==> src/rtl/lsu_pkg.sv <==
`default_nettype none
// ============================================================================
//  Module      : lsu_pkg
//  Description : Shared definitions for the load/store write-back stage:
//                FSM state encoding, access size codes and the load
//                alignment check.
//  Revision    : 1.0 - initial release
// ============================================================================
package lsu_pkg;

    // Write-back stage states
    typedef enum logic [1:0] {
        ST_IDLE     = 2'd0,
        ST_WAIT_MEM = 2'd1,
        ST_COMMIT   = 2'd2
    } lsu_state_e;

    // Access size codes carried on EX_LS_size
    localparam logic [1:0] SIZE_B = 2'd0;
    localparam logic [1:0] SIZE_H = 2'd1;
    localparam logic [1:0] SIZE_W = 2'd2;
    localparam logic [1:0] SIZE_D = 2'd3;

    // A load is misaligned when its byte offset is not a multiple of 2^size
    function automatic logic is_misaligned(input logic [1:0] size,
                                           input logic [2:0] addr_low);
        logic mis;
        mis = 1'b0;
        case (size)
            SIZE_B:  mis = 1'b0;
            SIZE_H:  mis = addr_low[0];
            SIZE_W:  mis = |addr_low[1:0];
            default: mis = |addr_low;
        endcase
        return mis;
    endfunction

endpackage
`default_nettype wire

==> src/rtl/load_align.sv <==
`default_nettype none
// ============================================================================
//  Module      : load_align
//  Description : Combinational load data alignment. Shifts the doubleword
//                read data down to the addressed byte, truncates to the
//                access size and zero- or sign-extends to XLEN.
//  Ports       : rdata      - aligned doubleword from memory
//                addr_low   - byte offset within the doubleword
//                size       - access size code (B/H/W/D)
//                is_unsigned- 1 = zero-extend, 0 = sign-extend
//                data       - extended load result
//  Revision    : 1.0 - initial release
// ============================================================================
module load_align
    import lsu_pkg::*;
#(
    parameter int XLEN = 64
) (
    input  logic [XLEN-1:0] rdata,
    input  logic [2:0]      addr_low,
    input  logic [1:0]      size,
    input  logic            is_unsigned,
    output logic [XLEN-1:0] data
);

    logic [XLEN-1:0] shifted;
    logic            ext_bit;

    always_comb begin
        shifted = rdata >> {addr_low, 3'b000};
        ext_bit = 1'b0;
        data    = shifted;
        case (size)
            SIZE_B: begin
                ext_bit = ~is_unsigned & shifted[7];
                data    = {{(XLEN-8){ext_bit}}, shifted[7:0]};
            end
            SIZE_H: begin
                ext_bit = ~is_unsigned & shifted[15];
                data    = {{(XLEN-16){ext_bit}}, shifted[15:0]};
            end
            SIZE_W: begin
                ext_bit = ~is_unsigned & shifted[31];
                data    = {{(XLEN-32){ext_bit}}, shifted[31:0]};
            end
            default: begin
                data    = shifted;
            end
        endcase
    end

endmodule
`default_nettype wire

==> src/rtl/lsu_wb.sv <==
`default_nettype none
// ============================================================================
//  Module      : lsu_wb
//  Description : Load/store write-back stage. Accepts one op per cycle from
//                execute, waits for memory read data on aligned loads, and
//                commits one result per cycle to the register file.
//  Ports       : clk, rst          - clock, synchronous active-high reset
//                EX_LS_*           - op from execute (valid/ready handshake)
//                mem_rvalid/rdata/rerr - memory read response
//                LS_WB_reg_*, write_data - register file write-back
//                LS_EX_fwd_*       - bypass to execute (LSU_WB_BYPASS_EN only)
//  Config      : LSU_WB_BYPASS_EN  - adds the forwarding outputs
//  Revision    : 1.0 - initial release
// ============================================================================
module lsu_wb
    import lsu_pkg::*;
#(
    parameter int XLEN = 64
) (
    input  logic            clk,
    input  logic            rst,
    input  logic            EX_LS_valid,
    input  logic [4:0]      EX_LS_rd,
    input  logic            EX_LS_dest_wen,
    input  logic            EX_LS_is_load,
    input  logic [1:0]      EX_LS_size,
    input  logic            EX_LS_unsigned,
    input  logic [2:0]      EX_LS_addr_low,
    input  logic [XLEN-1:0] EX_LS_result,
    input  logic            EX_LS_trap,
    output logic            EX_LS_ready,
    input  logic            mem_rvalid,
    input  logic [XLEN-1:0] mem_rdata,
    input  logic            mem_rerr,
    output logic            LS_WB_reg_ls_valid,
    output logic            LS_WB_reg_trap_valid,
    output logic [4:0]      LS_WB_reg_rd,
    output logic            LS_WB_reg_dest_wen,
    output logic [XLEN-1:0] write_data
`ifdef LSU_WB_BYPASS_EN
    ,
    output logic            LS_EX_fwd_valid,
    output logic [4:0]      LS_EX_fwd_rd,
    output logic [XLEN-1:0] LS_EX_fwd_data
`endif
);

    lsu_state_e      state_q, state_d;
    logic [4:0]      rd_q, rd_d;
    logic            dest_wen_q, dest_wen_d;
    logic [1:0]      size_q, size_d;
    logic            unsigned_q, unsigned_d;
    logic [2:0]      addr_low_q, addr_low_d;
    logic            trap_q, trap_d;
    logic [XLEN-1:0] wdata_q, wdata_d;

    logic            accept;
    logic            misaligned;
    logic [XLEN-1:0] load_data;

    // Aligns from the captured fields so the result is registered in wdata_q
    load_align #(.XLEN(XLEN)) u_load_align (
        .rdata       (mem_rdata),
        .addr_low    (addr_low_q),
        .size        (size_q),
        .is_unsigned (unsigned_q),
        .data        (load_data)
    );

    assign EX_LS_ready = (state_q != ST_WAIT_MEM);
    assign accept      = EX_LS_valid & EX_LS_ready;
    assign misaligned  = EX_LS_is_load & is_misaligned(EX_LS_size, EX_LS_addr_low);

    always_comb begin
        state_d    = state_q;
        rd_d       = rd_q;
        dest_wen_d = dest_wen_q;
        size_d     = size_q;
        unsigned_d = unsigned_q;
        addr_low_d = addr_low_q;
        trap_d     = trap_q;
        wdata_d    = wdata_q;

        case (state_q)
            ST_WAIT_MEM: begin
                if (mem_rvalid) begin
                    wdata_d = load_data;
                    trap_d  = trap_q | mem_rerr;
                    state_d = ST_COMMIT;
                end
            end
            ST_COMMIT: begin
                state_d = ST_IDLE;
            end
            default: begin
                state_d = ST_IDLE;
            end
        endcase

        // Accept is only possible in IDLE or COMMIT, so it overrides the
        // COMMIT->IDLE transition for back-to-back ops.
        if (accept) begin
            rd_d       = EX_LS_rd;
            dest_wen_d = EX_LS_dest_wen;
            size_d     = EX_LS_size;
            unsigned_d = EX_LS_unsigned;
            addr_low_d = EX_LS_addr_low;
            if (EX_LS_trap || !EX_LS_is_load || misaligned) begin
                trap_d  = EX_LS_trap | misaligned;
                wdata_d = EX_LS_result;
                state_d = ST_COMMIT;
            end else begin
                trap_d  = 1'b0;
                state_d = ST_WAIT_MEM;
            end
        end
    end

    always_ff @(posedge clk) begin
        if (rst) begin
            state_q    <= ST_IDLE;
            rd_q       <= 5'd0;
            dest_wen_q <= 1'b0;
            size_q     <= SIZE_B;
            unsigned_q <= 1'b0;
            addr_low_q <= 3'd0;
            trap_q     <= 1'b0;
            wdata_q    <= '0;
        end else begin
            state_q    <= state_d;
            rd_q       <= rd_d;
            dest_wen_q <= dest_wen_d;
            size_q     <= size_d;
            unsigned_q <= unsigned_d;
            addr_low_q <= addr_low_d;
            trap_q     <= trap_d;
            wdata_q    <= wdata_d;
        end
    end

    // Strobes are qualified by COMMIT; rd and data simply hold between ops
    assign LS_WB_reg_ls_valid   = (state_q == ST_COMMIT);
    assign LS_WB_reg_trap_valid = (state_q == ST_COMMIT) & trap_q;
    assign LS_WB_reg_dest_wen   = (state_q == ST_COMMIT) & dest_wen_q;
    assign LS_WB_reg_rd         = rd_q;
    assign write_data           = wdata_q;

`ifdef LSU_WB_BYPASS_EN
    assign LS_EX_fwd_valid = (state_q == ST_COMMIT) & dest_wen_q & ~trap_q & (rd_q != 5'd0);
    assign LS_EX_fwd_rd    = rd_q;
    assign LS_EX_fwd_data  = wdata_q;
`endif

endmodule
`default_nettype wire

==> config.mk <==
export PLATFORM = sky130hd
export DESIGN_NAME = lsu_wb
export DESIGN_NICKNAME = d
export VERILOG_FILES = /design/src/rtl/lsu_pkg.sv /design/src/rtl/load_align.sv /design/src/rtl/lsu_wb.sv
export SDC_FILE = /design/constraint.sdc
export NUM_CORES = 1
export LEC_CHECK = 0
export ABC_AREA = 1
export CAP_MARGIN = 25
export CORE_MARGIN = 3
export CORE_UTILIZATION = 25
export CTS_CLUSTER_DIAMETER = 80
export DETAILED_ROUTE_END_ITERATION = 8
export GPL_TIMING_DRIVEN = 0
export PLACE_DENSITY = 0.5
export SKIP_CTS_REPAIR_TIMING = 1
export SLEW_MARGIN = 20
export SYNTH_ARGS = -nofsm -noshare
export SYNTH_HDL_FRONTEND = slang
export SYNTH_SLANG_ARGS = --single-unit
export TNS_END_PERCENT = 100
==> constraint.sdc <==
create_clock -name clk -period 2.2 [get_ports clk]
set_clock_uncertainty 0.2 [all_clocks]
set_input_delay 0.44 -clock clk [delete_from_list [all_inputs] [get_ports clk]]
set_output_delay 0.44 -clock clk [all_outputs]
set_load 0.03 [all_outputs]
==> results.md <==
STA:
- After routing, the total negative slack on setup checks comes to 0 ns.
- For this run, the top clock speed supported by timing is 459 MHz.
- The number of pins with negative max-slew slack in the final report was 0.
- In the finished design, the share of the clock period the worst path needs comes to 0.990.
- Setup violations remaining at the end of the flow were counted as 0.
- The pin slew with the least headroom to its limit is 0.682 ns.
- Hold is met by 0.287 ns.
- The worst relative slew slack is 0.545.
- The post-route minimum period is 2.18 ns.
- The final hold violation count was 0.

Drt:
- After detailed routing, the number of vias per cell comes to 4.96.
- The total via count in the routed design is 6901.
- For this block, the initial DRC count from the detailed router was 477.
- The wire length per cell after detailed routing is 19.1 um.
- After detailed routing, the total wire length is 26.5 mm.
- For this run, design rule violations remaining after detail routing come to 0.
- The remaining antenna violation count is 0.
- The pre-antenna-repair detailed-routing pass consisted of 6 iterations.

Clock tree:
- For the worst-skew pair, the clock arrives at the later sink with an insertion delay of between 0.3 and 0.4 ns.
- The number of levels in the clock H-tree is 3.
- The clock tree root driver cell is sky130_fd_sc_hd__clkbuf_16.
- The number of clock buffers added by TritonCTS is 9.
- The deepest clock path buffer count is 2.
- The TritonCTS clock tree is built.
- After clock tree synthesis, the clock-pin slew on the worst setup and hold paths is 0.07 ns.
- Clock tree synthesis found a total of just under 80 sinks.

Logic synthesis:
- The Yosys warning count is 0.
- Summing every instance area after synthesis gives roughly 5400 um^2.
- The post-synthesis register bit count is 79.
- Averaged over all synthesized cells, the footprint is 6.07 um^2.
- Counting distinct cell types in the post-synthesis netlist gives 31.
- The number of nets produced by synthesis is 1031.
- The fraction of the yosys area taken by sequential cells is 0.295.
- The cell count after synthesis came out at 884.

Layout:
- The repair_antennas step left the layout with diodes totalling 0.
- The library cell used most frequently in the layout, excluding fill and tap cells, is sky130_fd_sc_hd__clkdlybuf4s50_1.
- Compared with the post-synthesis result, the final layout area differs by 56.1%.
- The net count reported at finish is 1263.
- For this run, the share of the core covered by cells in the final layout is 0.406.
- The fraction of layout instances using a drive strength above 1 is 0.0937.
- In the layout the commonest cells are sky130_fd_sc_hd__clkdlybuf4s50_1, sky130_fd_sc_hd__nand2_1, sky130_fd_sc_hd__nor2_1, sky130_fd_sc_hd__o21ai_0, sky130_fd_sc_hd__dfxtp_1.

Global route:
- The via count of the first global-routing pass came to approximately 6700.
- The number of antenna violations at the first check in global routing is 0.
- For this run, the total global-route usage over all layers was measured as 0.219.
- Entering global routing, the biggest net connects 14 pins.
- The total overflow left after global routing is 0.
- The first global-routing pass estimated 40.0 mm of wire.

Die:
- The number of cell rows is 52.
- The height of the chip is 152 um.
- The width of the chip is ~150 um.
- The die covers 23200 um^2.
- The floorplan step defined a core boundary enclosing between 20000 and 25000 um^2.
- The boundary pin count is 220.
- The initial core utilization is 0.260.

Power and ir drop:
- For this design the static power due to leakage is roughly 3.6 nW.
- The largest vdd supply drop is about 0.34 mV.
- The power per unit of standard cell area is just over 600 nW/um^2.
- Overall power consumption after layout is estimated at 5.07 mW.

Min path:
- The path type of the worst min-delay path is reg2reg.
- The path with the worst hold slack has its endpoint at dest_wen_q.
- The worst hold path begins at dest_wen_q.
- Along the worst hold path, the cell count comes to 2.

Placed design:
- Routability-driven placement finished with a final weighted congestion of 0.943.
- The count of buffers inserted at the top-level ports is 219.
- The HPWL after detailed placement is 21.3 mm.

Critical path:
- The startpoint type of the worst setup path is a flip-flop.
- The worst setup path is captured at a flip-flop.
- The source of the worst register-to-register timing path is addr_low_q[0].
- The endpoint required time on the critical path is ~2.2 ns.
- The class of the most critical setup path is reg2reg.
- For the worst flop-to-flop path, the logic depth is 6.
- In this run the critical register-to-register path is captured at write_data[4].
- The largest fanout on the critical path is 10.
- STA puts the critical path data arrival time at 2.19 ns.
- The setup slack of the worst register-to-register path is ~0.023 ns.

Status:
- The run finished with clean final reports.

Run:
- The count of maximum capacitance violations is 0.
through the flow:
stage | cell area [um^2] | cells | worst slack, ns
finish | 8370 | 1391 | 0.0228
global route | 8370 | 1391 | -0.0360
CTS | 8220 | 1389 | -0.331
detailed placement | 7890 | 1373 | -0.706
global placement | 7890 | 1373 | -0.712
floorplan | 5360 | 884 | 0.278
synthesized netlist by cell type:
library cell                 n  area [um^2]
sky130_fd_sc_hd__buf_2      27          135
sky130_fd_sc_hd__dfxtp_1    79         1580
sky130_fd_sc_hd__or2_2      10         62.6
sky130_fd_sc_hd__nor3b_1     3         22.5
sky130_fd_sc_hd__nand2_1   200          751
sky130_fd_sc_hd__a21oi_1    52          260
sky130_fd_sc_hd__o21ai_0   122          611
sky130_fd_sc_hd__o211ai_1   14          105
sky130_fd_sc_hd__a211oi_1    2         15.0
sky130_fd_sc_hd__inv_2       4         15.0
sky130_fd_sc_hd__nor3_1      7         35.0
sky130_fd_sc_hd__clkbuf_1   24         90.1
sky130_fd_sc_hd__a31oi_1     7         43.8
sky130_fd_sc_hd__buf_6       4         45.0
sky130_fd_sc_hd__o21bai_1   36          270
sky130_fd_sc_hd__nand3_1    72          360
sky130_fd_sc_hd__nand2_2     3         18.8
sky130_fd_sc_hd__o21a_1     10         75.1
sky130_fd_sc_hd__nand3b_1    1         7.51
sky130_fd_sc_hd__a21oi_2     1         8.76
sky130_fd_sc_hd__nand3_2     3         30.0
sky130_fd_sc_hd__or3_1       1         6.26
sky130_fd_sc_hd__mux2i_1     2         20.0
sky130_fd_sc_hd__nor3_4      1         16.3
sky130_fd_sc_hd__nor2_2      3         18.8
sky130_fd_sc_hd__buf_1       9         33.8
sky130_fd_sc_hd__o21ai_1     1         5.00
sky130_fd_sc_hd__inv_1      41          154
sky130_fd_sc_hd__o31ai_1     2         15.0
sky130_fd_sc_hd__nor2_1    139          522
sky130_fd_sc_hd__buf_4       4         30.0
report_power, final:
group,switching [mW],internal (mW)
clock,0.628,1.03
combinational,1.05,0.748
sequential,0.0659,1.55
worst max-delay path, cell delays in order (launching register included):
cell and delay, ns:
sky130_fd_sc_hd__dfxtp_2 0.35, sky130_fd_sc_hd__buf_4 0.18, sky130_fd_sc_hd__buf_2 0.19, sky130_fd_sc_hd__o21ai_0 0.32, sky130_fd_sc_hd__mux2i_1 0.17, sky130_fd_sc_hd__o21ai_0 0.48, sky130_fd_sc_hd__a31oi_1 0.14
sequential cells by signal, indices dropped and copies added (netlist names):
name          count
LS_WB_reg_rd      5
addr_low_q        3
dest_wen_q        1
size_q            2
state_q           2
trap_q            1
unsigned_q        1
write_data       64
cell type report:
class | instances | area (um^2)
fill | 2229 | 12300
multi-input combinational | 692 | 3350
timing repair buffer | 221 | 2220
sequential | 79 | 1580
buffer | 68 | 389
tap | 270 | 338
clock buffer | 11 | 243
inverter | 45 | 169
clock inverter | 5 | 81.3
worst max path at each step:
| stage | startpoint | endpoint | slack (ns) | cells after the start |
|---|---|---|---|---|
| finish | addr_low_q[0] | write_data[4] | 0.02 | 6 |
| global route | mem_rvalid | write_data[15] | -0.04 | 7 |
| detailed placement | mem_rvalid | write_data[15] | -0.71 | 7 |
| floorplan | state_q[1] | write_data[45] | 0.28 | 10 |
| global placement | mem_rvalid | write_data[15] | -0.71 | 7 |
| CTS | mem_rvalid | write_data[15] | -0.33 | 7 |
kinds of logic after synthesis:
logic type / Yosys count / synth area share
AND/OR/NAND/NOR: 443 / 0.345
AO/OA/AOI/OAI: 247 / 0.263
buffers and inverters: 113 / 0.0938
flip-flops: 79 / 0.295
multiplexers: 2 / 0.00373
metal layers:
layer | wire length [um] | track usage | vias to the layer above
met5 | 0 | 0 | -
met4 | 670 | 0.0696 | 0
met3 | 2190 | 0.0599 | 47
met2 | 12200 | 0.356 | 301
met1 | 11500 | 0.284 | 3158
li1 | - | - | 3395
Power figures use the tool's default switching activity.
